$ cat src/rtl/muladd_pkg.sv
// muladd_pkg -- shared definitions for the muladd reconstruction block
// and for the divmod-related benches that reuse it.
//   state_t       : FSM encoding (IDLE / MUL / ADD)
//   DEFAULT_WIDTH : default operand/result width
package muladd_pkg;

    localparam int DEFAULT_WIDTH = 16;

    typedef enum logic [1:0] {
        IDLE = 2'd0,
        MUL  = 2'd1,
        ADD  = 2'd2
    } state_t;

endpackage

$ cat src/rtl/muladd.sv
// muladd -- sequential reconstruction of a dividend from a quotient,
// divisor and remainder: a = div*b + mod.
//
// A shift-add multiplier consumes one bit of div per cycle (LSB first),
// then one extra cycle adds the remainder and publishes the result.
// Latency: go-sampling edge, then WIDTH+1 further edges until ready.
//
// Ports:
//   clk    in   rising-edge clock
//   rst    in   asynchronous, active-high reset
//   go     in   start request, honoured only while idle
//   div    in   [WIDTH] quotient operand
//   b      in   [WIDTH] divisor operand
//   mod    in   [WIDTH] remainder operand
//   ready  out  idle; a/error hold the last result
//   error  out  result overflowed WIDTH bits (qualified by ready)
//   a      out  [WIDTH] low WIDTH bits of div*b + mod
//
// Build option: define MULADD_CHECK_EN to also flag error when mod >= b
// (a remainder that could not have come from a real division).
module muladd
    import muladd_pkg::*;
#(
    parameter int WIDTH = DEFAULT_WIDTH
) (
    input  logic             clk,
    input  logic             rst,
    input  logic             go,
    input  logic [WIDTH-1:0] div,
    input  logic [WIDTH-1:0] b,
    input  logic [WIDTH-1:0] mod,
    output logic             ready,
    output logic             error,
    output logic [WIDTH-1:0] a
);

    localparam int CW = (WIDTH > 1) ? $clog2(WIDTH) : 1;

    state_t             state, state_nxt;
    logic [WIDTH-1:0]   div_r, b_r, mod_r;
    logic [2*WIDTH-1:0] acc;
    logic [CW-1:0]      cnt;
    logic [2*WIDTH:0]   sum;
    logic               last_bit;
    logic               start;
    logic               ovf;
    logic               chk;

    assign last_bit = (cnt == CW'(WIDTH - 1));
    assign start    = (state == IDLE) && go;

    // One spare bit above the product width so the final add never wraps;
    // anything at or above bit WIDTH means the result did not fit.
    assign sum = {1'b0, acc} + {{(WIDTH + 1){1'b0}}, mod_r};
    assign ovf = |sum[2*WIDTH:WIDTH];

`ifdef MULADD_CHECK_EN
    // b=0 also trips this, since every mod is >= 0.
    assign chk = (mod_r >= b_r);
`else
    assign chk = 1'b0;
`endif

    // State register
    always_ff @(posedge clk or posedge rst) begin
        if (rst) state <= IDLE;
        else     state <= state_nxt;
    end

    // Next state and outputs
    always_comb begin
        state_nxt = state;
        ready     = 1'b0;
        case (state)
            IDLE: begin
                ready = 1'b1;
                if (go) state_nxt = MUL;
            end
            MUL:  if (last_bit) state_nxt = ADD;
            ADD:  state_nxt = IDLE;
            default: state_nxt = IDLE;
        endcase
    end

    // Datapath: operand latch, shift-add accumulator, result registers.
    // a/error are written only in ADD (and cleared error on start), so
    // they stay put across idle cycles.
    always_ff @(posedge clk or posedge rst) begin
        if (rst) begin
            div_r <= '0;
            b_r   <= '0;
            mod_r <= '0;
            acc   <= '0;
            cnt   <= '0;
            a     <= '0;
            error <= 1'b0;
        end else begin
            if (start) begin
                div_r <= div;
                b_r   <= b;
                mod_r <= mod;
                acc   <= '0;
                cnt   <= '0;
                error <= 1'b0;
            end else if (state == MUL) begin
                if (div_r[cnt])
                    acc <= acc + ({{WIDTH{1'b0}}, b_r} << cnt);
                cnt <= cnt + CW'(1);
            end else if (state == ADD) begin
                a     <= sum[WIDTH-1:0];
                error <= ovf | chk;
            end
        end
    end

endmodule

$ cat config.mk
export PLATFORM = sky130hd
export DESIGN_NAME = muladd
export DESIGN_NICKNAME = d
export VERILOG_FILES = /design/src/rtl/muladd_pkg.sv /design/src/rtl/muladd.sv
export SDC_FILE = /design/constraint.sdc
export NUM_CORES = 1
export LEC_CHECK = 0
export ABC_AREA = 0
export BUFFER_PORTS_ARGS = -buffer_cell sky130_fd_sc_hd__buf_2
export CAP_MARGIN = 20
export CORE_MARGIN = 1
export CORE_UTILIZATION = 45
export CTS_CLUSTER_DIAMETER = 120
export DETAILED_ROUTE_END_ITERATION = 8
export GPL_TIMING_DRIVEN = 0
export PLACE_DENSITY = 0.72
export SETUP_SLACK_MARGIN = 0.4
export SYNTH_ARGS = -nofsm -noshare
export SYNTH_HDL_FRONTEND = slang
export SYNTH_SLANG_ARGS = --single-unit
export TNS_END_PERCENT = 5
$ cat constraint.sdc
create_clock -name clk -period 3.5 [get_ports clk]
set_input_delay 0.875 -clock clk [delete_from_list [all_inputs] [get_ports clk]]
set_output_delay 0.875 -clock clk [all_outputs]
set_load 0.01 [all_outputs]
==> results.yml, run 1 <==
worst_setup_path:
  critPathMaxFanout: 7
  r2r.worst_path.cells: 18
  cp.arrival_ps: 3970
  endpoint_kind: "register"
  path_class: "register to register"
  start_kind: "register"
  required_ps: 3760
final_layout:
  drive_gt1_share_pct: 20.8
  fillerInstances: 1530
  design_area_sq_um: 9080
  stdcell_count: 1278
  syn_to_final_growth_pct: 19.3
  antenna_cells: 0
  finish.net_count: 1154
power:
  irDropWorstVdd_v: 0.000619
  p_leak_nw: 4.22
  p_per_area_nw_per_um2: 1150
global_route:
  gr-usage-all-layers_pct: 23.6
  gr-usage-met3_pct: 3.31
  overflow: 0
  antenna_found_initial: 0
  top_usage_layer: "met2"
  use_met2_pct: 39.6
  grt_pass1_wl_mm: 33.1
  first_global_vias: 6782
  grt_max_degree: 41
  use_met1_pct: 31.7
logic_synthesis:
  ys_async_sr_fraction_pct: 100
  synth_area_sq_um: 7610
  ys_ff_latch: 103
  synth_edf_count: 0
  synth_flop_cell: "dfrtp_1"
  synth-seq-area-share_pct: 33.9
  ys_types: 71
  syn_area_per_cell_sq_um: 8.02
  yosys_warnings: 0
  synthCells: 948
  syn_nets: 1049
place:
  hpwlAfterDp_mm: 15.1
  dpl.cell_count: 1238
  dpl-instance-area_sq_um: 8290
  gp_congestion: 0.937
  io_buffer_count: 68
route:
  vias_per_cell: 5.63
  drc: 0
  ant_nets: 0
  routed_wl_mm: 20.1
  num_vias: 7193
  routedWlPerCell_um: 15.7
  drt_iter0_drc: 434
  drt-pass1-iter-count: 6
die:
  fp.dieW_um: 132
  pin_count: 69
  fp.dieH_um: 132
  dieArea_sq_um: 17400
  placementRows: 47
  initial_core_util_pct: 46.0
  core_area_sq_um: 16500
timing:
  finClkSkew_ps: 10.4
  period_needed_ps: 3710
  fin_ws_ps: -211
  rsz0062_at_grt: "yes"
  post-route-period-util_pct: 106
  tightest_slew_ps: 847
  hold_violations: 0
  max_clock_freq_mhz: 269
  setup_viol: 11
  drv_slew: 0
  relSlewSlack_pct: 43.4
outcome:
  violations: "setup timing"
  outcome: "finished with violations"
cts:
  clk_latency_ps: 360
  clkSinkCount: 103
  clk_path_buf_depth: 2
  root_buffer: "clkbuf_16"
  h-tree-depth: 3
  clk_pin_slew_ps: 80
  tritoncts: "yes"
  cts_buffers: 9
  ctsHoldBuffers: 0
hold_path:
  hp-class: "register to register"
  hold_depth: 2
flow_run:
  drv_cap: 0
## power breakdown
part	internal, mW	total (mW)	switching (mW)
Combinational	3.15	7.29	4.14
Clock	0.495	0.976	0.482
Sequential	1.71	2.17	0.462
## what timing repair did
action,in CTS,in global routing
setup endpoints to repair,25,25
buffers inserted,22,1
endpoints found under the hold margin,0,0
gates resized for setup,64,32
cloned,1,0
pin swaps,36,16
## sequential cells by signal, summed over array words and instances, names as in the netlist
name	count
acc	32
a	16
b_r	16
div_r	16
mod_r	16
cnt	4
state	2
error	1
## layout make-up
type                    count  area, sq um  share of cell area (%)
flip-flops and latches    103         2580                    28.4
multi-input cells         779         5010                    55.2
clock buffers              10          229                    2.52
clock inverters             6         50.0                   0.551
inverters                  17         70.1                   0.772
plain buffers              49          269                    2.96
well taps                 220          275                    3.03
repair buffers             94          593                    6.53
## kinds of logic (layout without fill, tap and decap cells)
family | after synthesis | after routing | share of synthesized area [%]
xor+xnor | 47 | 47 | 5.41
mux | 32 | 32 | 5.38
buf+inv | 66 | 176 | 3.80
flops | 103 | 103 | 33.9
compound gates | 225 | 225 | 18.1
fa+ha+maj | 50 | 50 | 8.42
simple gates | 425 | 425 | 25.0
## routing by layer
layer,share of wire [%],wire [um],up-vias
li1,-,-,3552
met1,46,9260,3381
met2,47,9460,237
met3,4.9,981,23
met4,1.8,356,0
met5,0,0,-
## through the flow
| step | power [mW] | setup TNS [ps] | worst slack [ps] | util, % | hold WS [ps] |
|---|---|---|---|---|---|
| after CTS | 10.1 | -201 | -50.2 | 54.4 | 475 |
| after global placement | 8.19 | -5220 | -495 | 49.9 | 449 |
| after floorplan | 6.89 | 0 | 63.8 | - | 437 |
| after detailed placement | 8.32 | -5590 | -519 | 50.2 | 458 |
| final | 10.4 | -1640 | -211 | 54.9 | 473 |
| after global routing | 11.3 | -4310 | -397 | 54.9 | 496 |
## worst paths after layout
| kind | from | endpoint | slack (ps) |
|---|---|---|---|
| min in group asynchronous | rst | div_r[13]$_DFFE_PP0P_ | 670 |
| setup reg to reg | cnt[0]$_DFFE_PP0P_ | acc[22]$_DFFE_PP0P_ | -210 |
| hold / removal | div_r[6]$_DFFE_PP0P_ | div_r[6]$_DFFE_PP0P_ | 470 |
| max in group asynchronous | rst | a[14]$_DFFE_PP0P_ | 1950 |
| setup / recovery | cnt[0]$_DFFE_PP0P_ | acc[22]$_DFFE_PP0P_ | -210 |
| hold reg to reg | div_r[6]$_DFFE_PP0P_ | div_r[6]$_DFFE_PP0P_ | 470 |
## layout by cell type (no fill, tap or decap), types with 20 or more instances in the layout
master	count
xnor2_1	27
a21oi_1	41
nor2_1	56
clkbuf_1	27
buf_2	74
nand3_1	49
ha_1	42
o21ai_0	66
dfrtp_1	102
nand2_1	225
xor2_1	20
buf_4	27
## cell usage after synthesis (6+ instances only)
cell        n  share of area (%)
nand2_1   225                 11
dfrtp_1   103                 34
o21ai_0    82                5.4
nor2_1     61                3.0
a21oi_1    57                3.7
nand3_1    50                3.3
ha_1       48                7.9
clkbuf_1   32                1.6
xnor2_1    27                3.1
xor2_1     20                2.3
mux2i_1    18                2.4
inv_1      17               0.84
nand4_1    17                1.4
a21o_1     13                1.3
nor2b_1    10               0.82
nor3_1     10               0.66
a211oi_1    9               0.89
and2_1      9               0.74
and3_1      9               0.74
nand2b_1    9               0.74
mux2_2      8                1.2
o21bai_1    7               0.69
a31oi_1     6               0.49
o21a_1      6               0.59
## critical path, cell delays in order (launching register included)
cell and delay [ps]:
dfrtp_2 430, buf_8 150, buf_8 140, mux2_4 310, nor2_2 70, a21oi_1 60, mux2i_1 320, o32ai_2 150
ha_1 390, and3_4 180, o211ai_2 140, a31oi_2 120, a311oi_2 200, buf_4 190, nand3_4 80, a31oi_4 270
xnor2_1 90, nor2b_1 130, a31o_1 180
Note: power is estimated with default switching activity, not from simulation.
==> inputs of run 2 (changes only) <==
Settings changed: TNS_END_PERCENT 5 to unset.
==> results.yml, run 2 (synthesis results as in run 1) <==
final_layout:
  finish.net_count: 1181
  stdcell_count: 1305
  largest_reg_flops: 32
  utilization_pct: 57.6
  design_area_sq_um: 9520
  multi_input_area_sq_um: 5180
  regArea_sq_um: 2580
  largest_register: "acc"
  syn_to_final_growth_pct: 25.2
  final_common_cell: "nand2_1"
  fillerInstances: 1432
  layout_common_cells: "223 x nand2_1, 102 x dfrtp_1, 73 x buf_2"
  antenna_cells: 0
  drive_gt1_share_pct: 25.1
place:
  dpl.cell_count: 1238
  io_buffer_count: 68
  hpwlAfterDp_mm: 15.3
  dp_worst_setup_slack_ps: -403
  gp_congestion: 0.937
  dpl-instance-area_sq_um: 8340
cts:
  clk_latency_ps: 360
  clk_pin_slew_ps: 70
  h-tree-depth: 3
  cts_buffers: 9
  clk_path_buf_depth: 2
  root_buffer: "clkbuf_16"
  ctsHoldBuffers: 0
  tritoncts: "yes"
  clkSinkCount: 103
power:
  irDropWorstVdd_v: 0.000561
  p_per_area_nw_per_um2: 1210
  p_total_mw: 11.5
  p_leak_nw: 4.41
die:
  core_area_sq_um: 16500
  placementRows: 47
  fp.dieW_um: 132
  initial_core_util_pct: 46.0
  dieArea_sq_um: 17400
  pin_count: 69
  fp.dieH_um: 132
flow_run:
  drv_cap: 0
route:
  ant_nets: 0
  drt_iter0_drc: 471
  vias_per_cell: 5.67
  routedWlPerCell_um: 16.3
  drc: 0
  drt-pass1-iter-count: 5
  num_vias: 7400
  routed_wl_mm: 21.3
timing:
  finClkSkew_ps: 8.17
  setup_viol: 11
  drv_slew: 0
  rsz0062_at_grt: "yes"
  post-route-period-util_pct: 107
  tightest_slew_ps: 866
  hold_violations: 0
  max_clock_freq_mhz: 267
  fin_ws_ps: -251
  period_needed_ps: 3750
  relSlewSlack_pct: 42.1
  fin_tns_setup_ps: -1640
  hold-worst-slack_ps: 476
worst_setup_path:
  critPathCapture: "acc[17]$_DFFE_PP0P_"
  path_buf_inv: 2
  crit_start: "cnt[0]$_DFFE_PP0P_"
  endpoint_kind: "register"
  cp.arrival_ps: 3990
  path_cells: "buf_8, buf_12, mux2_4, nor2_4, a21oi_2, mux2i_1, o32ai_2, ha_1, nand4_1, nor2_1, a21o_1, or2_1, a311o_1, a21o_1, a21oi_2, xor2_1, o21ai_0"
  critPathMaxFanout: 6
  cp.depth: 17
  r2r.worst_path.cells: 17
  cpMaxStageDelayCell: "dfrtp_2"
  required_ps: 3740
  slowest_delay_ps: 430
  r2r_end: "acc[17]$_DFFE_PP0P_"
  start_kind: "register"
  path_class: "register to register"
  regToRegStartpoint: "cnt[0]$_DFFE_PP0P_"
  reg2reg_slack_ps: -250
  critPathTopFamily: "compound AO/OA/AOI/OAI gates"
outcome:
  outcome: "finished with violations"
  violations: "setup timing"
global_route:
  first_global_vias: 6961
  overflow: 0
  gr-usage-met3_pct: 3.04
  use_met2_pct: 40.5
  gr-usage-all-layers_pct: 24.0
  grt_max_degree: 41
  top_usage_layer: "met2"
  use_met1_pct: 31.6
  antenna_found_initial: 0
  grt_pass1_wl_mm: 33.7
hold_path:
  hp-class: "register to register"
[run 2: worst min-delay path by stage]
| stage | from | endpoint | slack, ps | cells after the start |
|---|---|---|---|---|
| after CTS | div_r[5]$_DFFE_PP0P_ | div_r[5]$_DFFE_PP0P_ | 480 | 2 |
| after global placement | div_r[14]$_DFFE_PP0P_ | div_r[14]$_DFFE_PP0P_ | 450 | 2 |
| final | a[2]$_DFFE_PP0P_ | a[2]$_DFFE_PP0P_ | 480 | 2 |
| after floorplan | div_r[11]$_DFFE_PP0P_ | div_r[11]$_DFFE_PP0P_ | 440 | 2 |
| after detailed placement | div_r[5]$_DFFE_PP0P_ | div_r[5]$_DFFE_PP0P_ | 460 | 2 |
| after global routing | a[11]$_DFFE_PP0P_ | a[11]$_DFFE_PP0P_ | 490 | 2 |
[run 2: timing repair]
item	CTS	global route
gates resized for setup	60	61
pin swaps	29	39
setup buffers	25	23
gates cloned	1	2
endpoints found under the setup margin	24	24
[run 2: layer usage]
metal | routed length, um | up-vias | part of all wire (%)
li1 | - | 3599 | -
met1 | 9370 | 3496 | 44
met2 | 10100 | 253 | 47
met3 | 1090 | 52 | 5.1
met4 | 726 | 0 | 3.4
met5 | 0 | - | 0
[run 2: tightest hold or removal path, stage by stage (launching register included)]
cell,delay [ps]
dfrtp_1,340
nand2_1,50
o21ai_0,60
[run 2: where the power goes]
part / leakage [nW] / switching (mW) / internal (mW)
Clock: 0.145 / 0.496 / 0.500
Sequential: 1.28 / 0.484 / 1.71
Combinational: 2.98 / 4.56 / 3.73
[run 2: final cells by class]
type | instances | share of cell area, %
multi-input cells | 779 | 54.4
flip-flops and latches | 103 | 27.1
repair buffers | 121 | 8.75
plain buffers | 49 | 3.01
well taps | 220 | 2.89
clock buffers | 9 | 2.36
inverters | 17 | 0.775
clock inverters | 7 | 0.709
